## config.mk

```make
export PLATFORM = sky130hd
export DESIGN_NAME = vec_alu_sequencer
export DESIGN_NICKNAME = d
export VERILOG_FILES = /design/src/rtl/vec_alu_sequencer.sv
export SDC_FILE = /design/constraint.sdc
export NUM_CORES = 1
export LEC_CHECK = 0
export ABC_AREA = 0
export CAP_MARGIN = 20
export CORE_MARGIN = 8
export CORE_UTILIZATION = 53
export DETAILED_ROUTE_END_ITERATION = 6
export PLACE_DENSITY = 0.89
export SLEW_MARGIN = 20
export SYNTH_ARGS = -nofsm -noshare
export SYNTH_HDL_FRONTEND = slang
export SYNTH_SLANG_ARGS = --single-unit
```

## constraint.sdc

```tcl
create_clock -name clk -period 28.3 [get_ports clk]
set_clock_uncertainty 0.15 [all_clocks]
set_input_delay 5.66 -clock clk [delete_from_list [all_inputs] [get_ports clk]]
set_output_delay 5.66 -clock clk [all_outputs]
set_load 0.005 [all_outputs]
```

## src/rtl/vec_alu_sequencer.sv

```systemverilog
// vec_alu_sequencer
//   Walks a packed operand vector pair one element per clock through an
//   external combinational element ALU and collects the per-element results
//   into a packed result vector. One operation is in flight at a time.
//
// Ports
//   clk, rst              : clock, asynchronous active-high reset
//   in_valid / in_ready   : request handshake (in_ready only while IDLE)
//   in_op, in_len         : ALU select code and active element count
//   in_vec_a, in_vec_b    : packed operands, element i at [i*ELEMENT +: ELEMENT]
//   alu_sel, alu_a, alu_b : drive to the external element ALU (zero outside RUN)
//   alu_result            : combinational ALU result for the current drive
//   out_valid / out_ready : result handshake, out_vec held stable while waiting
//   out_vec               : packed result vector, same packing as the operands
//   busy                  : high whenever the sequencer is not IDLE
module vec_alu_sequencer #(
  parameter int ELEMENT = 16,
  parameter int LANES   = 8
) (
  input  logic                       clk,
  input  logic                       rst,
  input  logic                       in_valid,
  output logic                       in_ready,
  input  logic [2:0]                 in_op,
  input  logic [3:0]                 in_len,
  input  logic [LANES*ELEMENT-1:0]   in_vec_a,
  input  logic [LANES*ELEMENT-1:0]   in_vec_b,
  output logic [2:0]                 alu_sel,
  output logic [ELEMENT-1:0]         alu_a,
  output logic [ELEMENT-1:0]         alu_b,
  input  logic [ELEMENT-1:0]         alu_result,
  output logic                       out_valid,
  input  logic                       out_ready,
  output logic [LANES*ELEMENT-1:0]   out_vec,
  output logic                       busy
);

  localparam int VEC_W = LANES * ELEMENT;
  // Wide enough to hold LANES itself, since the length register may equal it.
  localparam int IDX_W = $clog2(LANES + 1);

  typedef enum logic [1:0] {
    IDLE = 2'd0,
    RUN  = 2'd1,
    DONE = 2'd2
  } state_t;

  state_t             state_q, state_d;
  logic [2:0]         op_q, op_d;
  logic [VEC_W-1:0]   a_q, a_d;
  logic [VEC_W-1:0]   b_q, b_d;
  logic [VEC_W-1:0]   res_q, res_d;
  logic [IDX_W-1:0]   idx_q, idx_d;
  logic [IDX_W-1:0]   len_q, len_d;
  logic [IDX_W-1:0]   eff_len;
  logic               accept;

  // Requests longer than the vector are clamped to the full vector.
  always_comb begin
    if (int'(in_len) > LANES) begin
      eff_len = IDX_W'(LANES);
    end else begin
      eff_len = IDX_W'(in_len);
    end
  end

  // Gating with rst keeps in_ready low for the whole reset window.
  assign in_ready  = (state_q == IDLE) && !rst;
  assign accept    = in_valid && in_ready;
  assign busy      = (state_q != IDLE);
  assign out_valid = (state_q == DONE);
  assign out_vec   = res_q;

  always_comb begin
    state_d = state_q;
    op_d    = op_q;
    a_d     = a_q;
    b_d     = b_q;
    res_d   = res_q;
    idx_d   = idx_q;
    len_d   = len_q;
    alu_sel = '0;
    alu_a   = '0;
    alu_b   = '0;

    case (state_q)
      IDLE: begin
        if (accept) begin
          op_d  = in_op;
          a_d   = in_vec_a;
          b_d   = in_vec_b;
          res_d = '0;
          idx_d = '0;
          len_d = eff_len;
          state_d = (eff_len == '0) ? DONE : RUN;
        end
      end
      RUN: begin
        alu_sel = op_q;
        alu_a   = a_q[idx_q*ELEMENT +: ELEMENT];
        alu_b   = b_q[idx_q*ELEMENT +: ELEMENT];
        res_d[idx_q*ELEMENT +: ELEMENT] = alu_result;
        idx_d = idx_q + 1'b1;
        // idx_d reaching the length means this cycle captures the last element.
        if (idx_d == len_q) begin
          state_d = DONE;
        end
      end
      DONE: begin
        if (out_ready) begin
          state_d = IDLE;
        end
      end
      default: begin
        state_d = IDLE;
      end
    endcase
  end

  always_ff @(posedge clk or posedge rst) begin
    if (rst) begin
      state_q <= IDLE;
      op_q    <= '0;
      a_q     <= '0;
      b_q     <= '0;
      res_q   <= '0;
      idx_q   <= '0;
      len_q   <= '0;
    end else begin
      state_q <= state_d;
      op_q    <= op_d;
      a_q     <= a_d;
      b_q     <= b_d;
      res_q   <= res_d;
      idx_q   <= idx_d;
      len_q   <= len_d;
    end
  end

endmodule

```

==> flow_summary.ini, run 1 <==
[status]
status = finished clean

[pwr]
p_sw_share_pct = 35.0
peakVddDrop_mv = 0.0586
pwr-share-comb_pct = 37.5
cellLeakagePower_nw = 11.0
p_int_w = 0.00155
p_switching_w = 0.000836
clockPowerShare_pct = 22.9
power-per-cell-area_nw_per_um2 = 103
power.share.sequential_pct = 39.6

[yosys]
post-synth-top-area-cell = dfrtp_1
netlist-cell-type-count = 45
ys_ff_latch = 397
post-synth-top-area-fraction_pct = 57.9
netlist_area_um2 = 17200
ys_top_cells_by_area = dfrtp_1 (58%), nand2_1 (18%), mux4_2 (8.4%)
yosysSeqAreaShare_pct = 57.9
synthesis.area_per_instance_um2 = 10.2
instance_count_of_the_mapped_netlist = 1676
postSynthNetCount = 1965
yosys_warnings = 0

[hold_path]
min_path_cells = 2
hold_path.class = reg -> reg

[route]
drt_first_iter_violations = 1246
drtPass1Iterations = 7
drt.antenna.violating_nets = 0
postRouteWirelength_mm = 55.3
route.detailed.drc = 0
routed_wire_length_per_instance_um = 22.0
routed-via-count = 14400
avgViaCountPerCell = 5.71

[setup_path]
timing.setup.critical_path_class = in -> out
worst-endpoint-required_ns = 22.49
crit_path_arrival_time_ns = 7.29
critical_path.max_stage_delay_ns = 0.59
worstPathCellList = clkdlybuf4s50_1 > nor3_1 > clkdlybuf4s50_1
slowest_stage = clkdlybuf4s50_1
reg2reg_depth = 7
timing.critical_path.fanout_max = 3
critPathCaptureType = primary output
startpoint_type = primary input
critical-path-top-cell-by-count = clkdlybuf4s50_1

[timing]
post-route-period-util_pct = 46.3
finalHoldWorstSlack_ns = 0.321
hold_viol_final = 0
rsz0062_at_grt = no
timing.final.setup_violations = 0
relSlewSlack_pct = 26.8
final.setup.tns_ns = 0
max_slew.worst_pin.slew_ns = 1.10
final_period_minus_worst_setup_slack_ns = 13.10
drv_slew = 0
max_clock_freq_mhz = 76.3

[die]
die_h_um = 196
num_rows = 66
fp.dieArea_um2 = 38400
ios = 449
start_util_pct = 53.3
floorplan.core_area_um2 = 32200
die_width_um = 196

[clock_network]
clockRootBuffer = clkbuf_16
worst_skew_pair_latency_ns = 0.53
cts_hold_buf = 0
htree_levels = 2
cts_tree = yes
post_cts.resized_instances = 0
cts_num_sinks = 397
clk_path_buf_depth = 3
post_cts.repair.setup_buffers = 0
clk_pin_slew_ns = 0.06
cts_made_buffers = 41

[job]
cap_viol_max_count = 0

[cells_and_area]
finalNetCount = 2351
synth_to_final_area_change_pct = 34.9
layout_cells_sized_above_1_pct = 8.17
nFillCells = 2148
utilization_pct = 71.9

[placed_design]
place.gp.congestion = 0.858
portBuffers = 448
detailedPlacementHpwl_mm = 37.5

[global_routing]
initial_antenna_violation_count = 17
global_route.usage.met2_pct = 45.8
global_route_wire_length_before_repair_mm = 84.5
first_global_vias = 14800
busiest_layer_in_global_routing = met2
grt.total_usage_pct = 28.1
globalRouteOverflowTotal = 0
grt_max_degree = 200
grtUsageMet3_pct = 6.36
met1_usage_pct = 35.0
flip-flops by register name, indices dropped and copies added (netlist names):
name     cells
state_q      2
out_vec    128
idx_q        4
op_q         3
b_q        128
len_q        4
a_q        128
worst max-delay path, delay by kind of cell:
| family | cells | cell delay [ns] |
|---|---|---|
| buf+inv | 2 | 1.16 |
| simple gates | 1 | 0.47 |
through the flow:
stage          cell area (um^2)  std cells  power [W]  worst slack [ns]
5_1_grt                   23200       2516    0.00251             15.11
3_3_place_gp              21700       2426    0.00177             15.21
3_5_place_dp              21700       2426    0.00182             15.20
4_1_cts                   23100       2500    0.00238             15.20
6_report                  23200       2516    0.00239             15.20
2_1_floorplan             17200       1676    0.00146             11.45
layout by cell type, fill, tap and decap left out, types with 2 or more instances in the layout:
| cell type | synthesis | layout |
|---|---|---|
| clkbuf_16 | 0 | 43 |
| a21oi_2 | 6 | 6 |
| o21ai_0 | 6 | 6 |
| nor2_1 | 45 | 43 |
| inv_1 | 5 | 4 |
| nand2_1 | 824 | 822 |
| nand4_1 | 2 | 2 |
| buf_12 | 0 | 2 |
| ha_1 | 6 | 6 |
| clkbuf_1 | 27 | 7 |
| dfrtp_1 | 397 | 394 |
| clkbuf_8 | 0 | 8 |
| clkinv_2 | 0 | 8 |
| o21ai_1 | 16 | 16 |
| or2_2 | 2 | 2 |
| nand3b_1 | 4 | 4 |
| mux2i_1 | 32 | 32 |
| nor2_2 | 0 | 2 |
| clkdlybuf4s50_1 | 0 | 448 |
| a22o_1 | 112 | 112 |
| dfrtp_4 | 0 | 2 |
| xnor2_1 | 5 | 5 |
| nand3_1 | 2 | 2 |
| diode_2 | 0 | 15 |
| buf_4 | 6 | 11 |
| mux4_2 | 64 | 64 |
| nor3_1 | 2 | 2 |
| bufinv_16 | 0 | 2 |
| clkinvlp_4 | 0 | 4 |
| and2_1 | 4 | 4 |
cell usage after synthesis (all sizes together):
| cell type | instances |
|---|---|
| nand2 | 824 |
| dfrtp | 397 |
| a22o | 112 |
| buf | 93 |
| mux4 | 64 |
| nor2 | 45 |
| mux2i | 32 |
| clkbuf | 27 |
| o21ai | 23 |
| a21oi | 6 |
| ha | 6 |
| and2 | 5 |
| inv | 5 |
| xnor2 | 5 |
| nand3b | 4 |
| nor4 | 3 |
| nand3 | 2 |
| nand4 | 2 |
| nor3 | 2 |
| or2 | 2 |
| xor2 | 2 |
| a2bb2oi | 1 |
| a31oi | 1 |
| and3b | 1 |
| and4b | 1 |
| mux2 | 1 |
| nand2b | 1 |
| nand4b | 1 |
| nor2b | 1 |
| nor4b | 1 |
| o21bai | 1 |
| o311a | 1 |
| o31ai | 1 |
| o32ai | 1 |
| or3b | 1 |
| or4b | 1 |
final cells by class:
class / instances / area [um^2] / area share, %
multi-input combinational: 1154 / 6640 / 28.7
clock buffer: 58 / 1210 / 5.24
inverter: 5 / 26.3 / 0.113
sequential: 397 / 9940 / 42.9
antenna: 15 / 37.5 / 0.162
clock inverter: 16 / 148 / 0.638
tap: 408 / 510 / 2.20
timing repair buffer: 463 / 4650 / 20.1
power groups by stage:
stage,clock network [W],logic (W),registers [W]
3_3_place_gp,0,0.000848,0.000925
5_1_grt,0.000571,0.000969,0.000968
4_1_cts,0.000548,0.000896,0.000940
6_report,0.000547,0.000895,0.000944
3_5_place_dp,0,0.000881,0.000944
2_1_floorplan,0,0.000572,0.000884
cells by family (layout without fill, tap and decap cells):
| kind of cell | after synthesis | in the layout | share of synthesized area [%] |
|---|---|---|---|
| buffers and inverters | 125 | 542 | 3.60 |
| other | 0 | 15 | 0 |
| and+or+nand+nor | 897 | 897 | 20.4 |
| adders and majority gates | 6 | 6 | 0.437 |
| AOI/OAI and AO/OA | 147 | 147 | 7.03 |
| muxes | 97 | 97 | 10.3 |
| xor gates and xnor gates | 7 | 7 | 0.401 |
| DFF | 397 | 397 | 57.9 |
layer usage:
metal / wire (um) / share of wire (%) / up-vias
li1: - / - / 6305
met1: 20800 / 38 / 7093
met2: 26800 / 48 / 809
met3: 5050 / 9.1 / 153
met4: 2630 / 4.7 / 2
met5: 8 / 0.014 / -
final timing paths:
kind	endpoint	slack [ns]	from
max in group asynchronous	a_q[24]	20.77	rst
min in group asynchronous	out_vec[110]	5.64	rst
max	in_ready	15.20	rst
min	a_q[106]	0.32	a_q[106]
min reg2reg	a_q[106]	0.32	a_q[106]
max reg2reg	out_vec[72]	24.98	idx_q[0]
(Power assumes the default switching activity.)
==> inputs of run 2 (changes only) <==
--- a/config.mk
+++ b/config.mk
@@ -8,9 +8,9 @@
 export ABC_AREA = 0
 export CAP_MARGIN = 20
 export CORE_MARGIN = 8
-export CORE_UTILIZATION = 53
+export CORE_UTILIZATION = 44
 export DETAILED_ROUTE_END_ITERATION = 6
-export PLACE_DENSITY = 0.89
+export PLACE_DENSITY = 0.79
 export SLEW_MARGIN = 20
 export SYNTH_ARGS = -nofsm -noshare
 export SYNTH_HDL_FRONTEND = slang
==> constraint.sdc (replaced) <==
create_clock -name clk -period 10.9 [get_ports clk]
set_clock_uncertainty 0.15 [all_clocks]
set_input_delay 2.18 -clock clk [delete_from_list [all_inputs] [get_ports clk]]
set_output_delay 2.18 -clock clk [all_outputs]
set_load 0.005 [all_outputs]
==> flow_summary.ini, run 2 (same netlist as run 1, synthesis figures left out) <==
[status]
status = finished clean

[job]
cap_viol_max_count = 0

[global_routing]
grt.total_usage_pct = 23.5
global_route_wire_length_before_repair_mm = 83.3
globalRouteOverflowTotal = 0
initial_antenna_violation_count = 11
first_global_vias = 14400
grt_max_degree = 264

[setup_path]
worst-endpoint-required_ns = 8.57
worst-r2r-setup-slack_ns = 7.50
reg2reg_depth = 7
timing.critical_path.fanout_max = 3
timing.setup.critical_path_class = in -> out
startpoint_type = primary input
crit_path_arrival_time_ns = 3.96
critPathCaptureType = primary output
timing.rr.end = out_vec[68]
timing.rr.start = idx_q[0]

[pwr]
cellLeakagePower_nw = 11.0
power-per-cell-area_nw_per_um2 = 267
peakVddDrop_mv = 0.130

[clock_network]
post_cts.repair.setup_buffers = 0
cts_made_buffers = 42
htree_levels = 2
worst_skew_pair_latency_ns = 0.55
cts_hold_buf = 0
clk_pin_slew_ns = 0.06
cts_num_sinks = 397
cts_tree = yes
post_cts.resized_instances = 0
clockRootBuffer = clkbuf_16
clk_path_buf_depth = 3

[placed_design]
detailedPlacementHpwl_mm = 37.9
portBuffers = 448
place.gp.congestion = 0.881
postPlaceCellArea_um2 = 21900
dpl_worst_slack_ns = 4.81

[cells_and_area]
layout_cells_sized_above_1_pct = 8.25
layout.cells.most_common = nand2_1
most_frequent_cells_in_the_layout = nand2_1 (822), clkdlybuf4s50_1 (448), dfrtp_1 (394)
synth_to_final_area_change_pct = 36.5
finalNetCount = 2354
cell_area_after_layout_um2 = 23400

[timing]
worst_slack_ns = 4.61
post-route-period-util_pct = 57.7
rsz0062_at_grt = no
timing.final.setup_violations = 0
relSlewSlack_pct = 24.8
drv_slew = 0
max_slew.worst_pin.slew_ns = 1.12
max_clock_freq_mhz = 159
final.setup.tns_ns = 0
final_period_minus_worst_setup_slack_ns = 6.29
hold_viol_final = 0

[hold_path]
hold-path-endpoint = a_q[42]
min_path_cells = 2
hp-start = a_q[42]
hold_path.class = reg -> reg

[route]
avgViaCountPerCell = 5.30
postRouteWirelength_mm = 54.8
drt.antenna.violating_nets = 0
routed_wire_length_per_instance_um = 20.9
routed-via-count = 13900
drtPass1Iterations = 5
route.detailed.drc = 0
drt_first_iter_violations = 1293

[die]
fp.dieArea_um2 = 45600
die_h_um = 214
die_width_um = 214
start_util_pct = 44.5
ios = 449
floorplan.core_area_um2 = 38600
num_rows = 72
run 2: cell count changes in the layout (fill, tap and decap cells not counted), moves of 2 or more:
cell,before,now
clkbuf_16,43,45
clkinv_2,8,4
diode_2,15,9
buf_4,11,13
bufinv_16,2,5
run 2: area by class of cell:
cell class / count / area [um^2]
clock buffers: 62 / 1280
well taps: 518 / 648
fillers: 3124 / 15100
flip-flops and latches: 397 / 9940
multi-input cells: 1154 / 6640
repair buffers: 465 / 4680
clock inverters: 13 / 205
inverters: 5 / 22.5
diodes: 9 / 22.5
run 2: worst max-delay path, cell delays in order:
cell and delay, ns:
clkdlybuf4s50_1 0.53, nor3_1 0.62, clkdlybuf4s50_1 0.63
run 2: how the worst max path moves through the flow:
| stage | startpoint | endpoint | slack [ns] | depth (start not counted) |
|---|---|---|---|---|
| after global placement | rst | in_ready | 4.82 | 3 |
| final | rst | in_ready | 4.61 | 3 |
| after CTS | idx_q[0] | alu_a[15] | 4.79 | 5 |
| after detailed placement | rst | in_ready | 4.81 | 3 |
| after global routing | rst | in_ready | 4.55 | 3 |
| after floorplan | rst | a_q[0] | 3.23 | 1 |
run 2: per-stage QoR:
stage               utilization, %  std cells  hold WS [ns]  total power, W
floorplan                        -       1676         0.287         0.00378
detailed placement            56.7       2537         0.307         0.00473
global route                  60.8       2623         0.341         0.00662
global placement              56.7       2537         0.300         0.00464
finish                        60.8       2623         0.319         0.00626
CTS                           60.6       2612         0.322         0.00629
run 2: layer usage:
metal	global-route usage, %	part of all wire (%)	up-vias
met5	0	0.10	-
met4	9.41	3.4	8
met3	5.25	8.8	111
met2	39.0	49	624
met1	29.9	39	6859
li1	-	-	6302
run 2: power breakdown:
part / switching [W] / internal [W]
Sequential: 0.000384 / 0.00205
Combinational: 0.00114 / 0.00115
Clock: 0.000599 / 0.000934
==> inputs of run 3 (changes only) <==
--- a/config.mk
+++ b/config.mk
@@ -8,9 +8,9 @@
 export ABC_AREA = 0
 export CAP_MARGIN = 20
 export CORE_MARGIN = 8
-export CORE_UTILIZATION = 44
+export CORE_UTILIZATION = 49
 export DETAILED_ROUTE_END_ITERATION = 6
-export PLACE_DENSITY = 0.79
+export PLACE_DENSITY = 0.83
 export SLEW_MARGIN = 20
 export SYNTH_ARGS = -nofsm -noshare
 export SYNTH_HDL_FRONTEND = slang
==> constraint.sdc (replaced) <==
create_clock -name clk -period 6.2 [get_ports clk]
set_clock_uncertainty 0.15 [all_clocks]
set_input_delay 1.24 -clock clk [delete_from_list [all_inputs] [get_ports clk]]
set_output_delay 1.24 -clock clk [all_outputs]
set_load 0.005 [all_outputs]
==> flow_summary.ini, run 3 (same netlist as run 1, synthesis figures left out) <==
[pwr]
power-per-cell-area_nw_per_um2 = 465
peakVddDrop_mv = 0.276
total_power_w = 0.0108
cellLeakagePower_nw = 11.0

[placed_design]
portBuffers = 448
postPlaceCellArea_um2 = 21900
dpl_worst_slack_ns = 1.77
place.gp.congestion = 0.924
detailedPlacementHpwl_mm = 39.4

[timing]
final.setup.tns_ns = 0
rsz0062_at_grt = no
relSlewSlack_pct = 27.4
worst_slack_ns = 1.26
final_period_minus_worst_setup_slack_ns = 4.94
post-route-period-util_pct = 79.7
max_clock_freq_mhz = 202
drv_slew = 0
hold_viol_final = 0
finalHoldWorstSlack_ns = 0.317
timing.final.setup_violations = 0
max_slew.worst_pin.slew_ns = 1.09

[setup_path]
startpoint_type = register
critPathTopFamily = buffers and inverters
startpoint = idx_q[0]
worstPathCellList = buf_4 > mux4_2 > mux2i_1 > nor2_1 > clkdlybuf4s50_1
timing.setup.critical_path_class = reg -> out
timing.rr.start = idx_q[1]
timing.critical_path.fanout_max = 47
critPathCaptureType = primary output
critical_path.n_buffers_inverters = 2
worst-endpoint-required_ns = 4.81
slowest_stage = dfrtp_4
critical_path.max_stage_delay_ns = 0.98
crit_path_arrival_time_ns = 3.55

[die]
die_h_um = 203
fp.dieArea_um2 = 41300
num_rows = 68
die_width_um = 203
floorplan.core_area_um2 = 34500
ios = 449
start_util_pct = 49.7

[clock_network]
cts_hold_buf = 0
post_cts.repair.setup_buffers = 0
post_cts.resized_instances = 0
cts_num_sinks = 397
clockRootBuffer = clkbuf_16
cts_tree = yes
clk_path_buf_depth = 3
clk_pin_slew_ns = 0.06
htree_levels = 2
cts_made_buffers = 41
worst_skew_pair_latency_ns = 0.53

[job]
cap_viol_max_count = 0

[global_routing]
grt_max_degree = 146
globalRouteOverflowTotal = 0
global_route_wire_length_before_repair_mm = 86.2
first_global_vias = 14900
grt.total_usage_pct = 26.4
initial_antenna_violation_count = 12

[route]
drt_first_iter_violations = 1161
drt.antenna.violating_nets = 0
routed-via-count = 14400
postRouteWirelength_mm = 55.4
avgViaCountPerCell = 5.61
drtPass1Iterations = 5
routed_wire_length_per_instance_um = 21.6
route.detailed.drc = 0

[hold_path]
hold_path.class = reg -> reg
hp-start = op_q[1]

[cells_and_area]
cell_area_after_layout_um2 = 23200
finalNetCount = 2357
layout.cells.most_common = nand2_1
layout_cells_sized_above_1_pct = 8.16
synth_to_final_area_change_pct = 35.2
most_frequent_cells_in_the_layout = nand2_1 (822), clkdlybuf4s50_1 (448), dfrtp_1 (394)

[status]
status = finished clean
[run 3: cell types whose count changed in the layout (fill, tap and decap cells not counted), moves of 2 or more]
| cell | before | now |
|---|---|---|
| clkbuf_8 | 9 | 3 |
| clkinv_2 | 4 | 9 |
| buf_12 | 2 | 5 |
| buf_4 | 13 | 16 |
| buf_16 | 2 | 0 |
| bufinv_16 | 5 | 3 |
| clkbuf_16 | 45 | 43 |
| diode_2 | 9 | 11 |
| nor2_1 | 43 | 45 |
| nor2_2 | 2 | 0 |
[run 3: report_power, final]
| group | total, W | internal, W | switching [W] |
|---|---|---|---|
| logic | 0.00392 | 0.00203 | 0.00189 |
| registers | 0.00444 | 0.00360 | 0.000836 |
| clock network | 0.00245 | 0.00143 | 0.00102 |
| total | 0.0108 | 0.00706 | 0.00375 |
[run 3: layout make-up]
class	instances	area, um^2
Inverter	5	22.5
Clock inverter	17	175
Multi-Input combinational cell	1154	6630
Clock buffer	53	1140
Sequential cell	397	9940
Tap cell	455	569
Antenna cell	11	27.5
Fill cell	2501	11300
Timing Repair Buffer	469	4700
[run 3: final timing paths]
check | to | slack [ns] | depth (start not counted)
min in group asynchronous | out_vec[108] | 1.09 | 2
max in group asynchronous | a_q[21] | 3.64 | 3
min | op_q[1] | 0.32 | 2
min reg2reg | op_q[1] | 0.32 | 2
max | alu_b[0] | 1.26 | 5
max reg2reg | out_vec[106] | 2.67 | 7
[run 3: tightest hold or removal path: cells and delay by family, from the launching register on]
| family | cells | cell delay [ns] |
|---|---|---|
| DFF | 1 | 0.34 |
| and+or+nand+nor | 2 | 0.10 |
[run 3: per-stage QoR]
step / std cells / util [%]
2_1_floorplan: 1676 / -
3_3_place_gp: 2480 / 63.3
3_5_place_dp: 2480 / 63.3
4_1_cts: 2550 / 67.1
5_1_grt: 2561 / 67.2
6_report: 2561 / 67.2
[run 3: layer usage]
| layer | vias to the layer above | GRT usage [%] | part of all wire [%] |
|---|---|---|---|
| li1 | 6294 | - | - |
| met1 | 7195 | 34.3 | 39 |
| met2 | 748 | 42.0 | 48 |
| met3 | 140 | 5.98 | 8.7 |
| met4 | 2 | 12.0 | 4.3 |
| met5 | - | 0 | 0.023 |
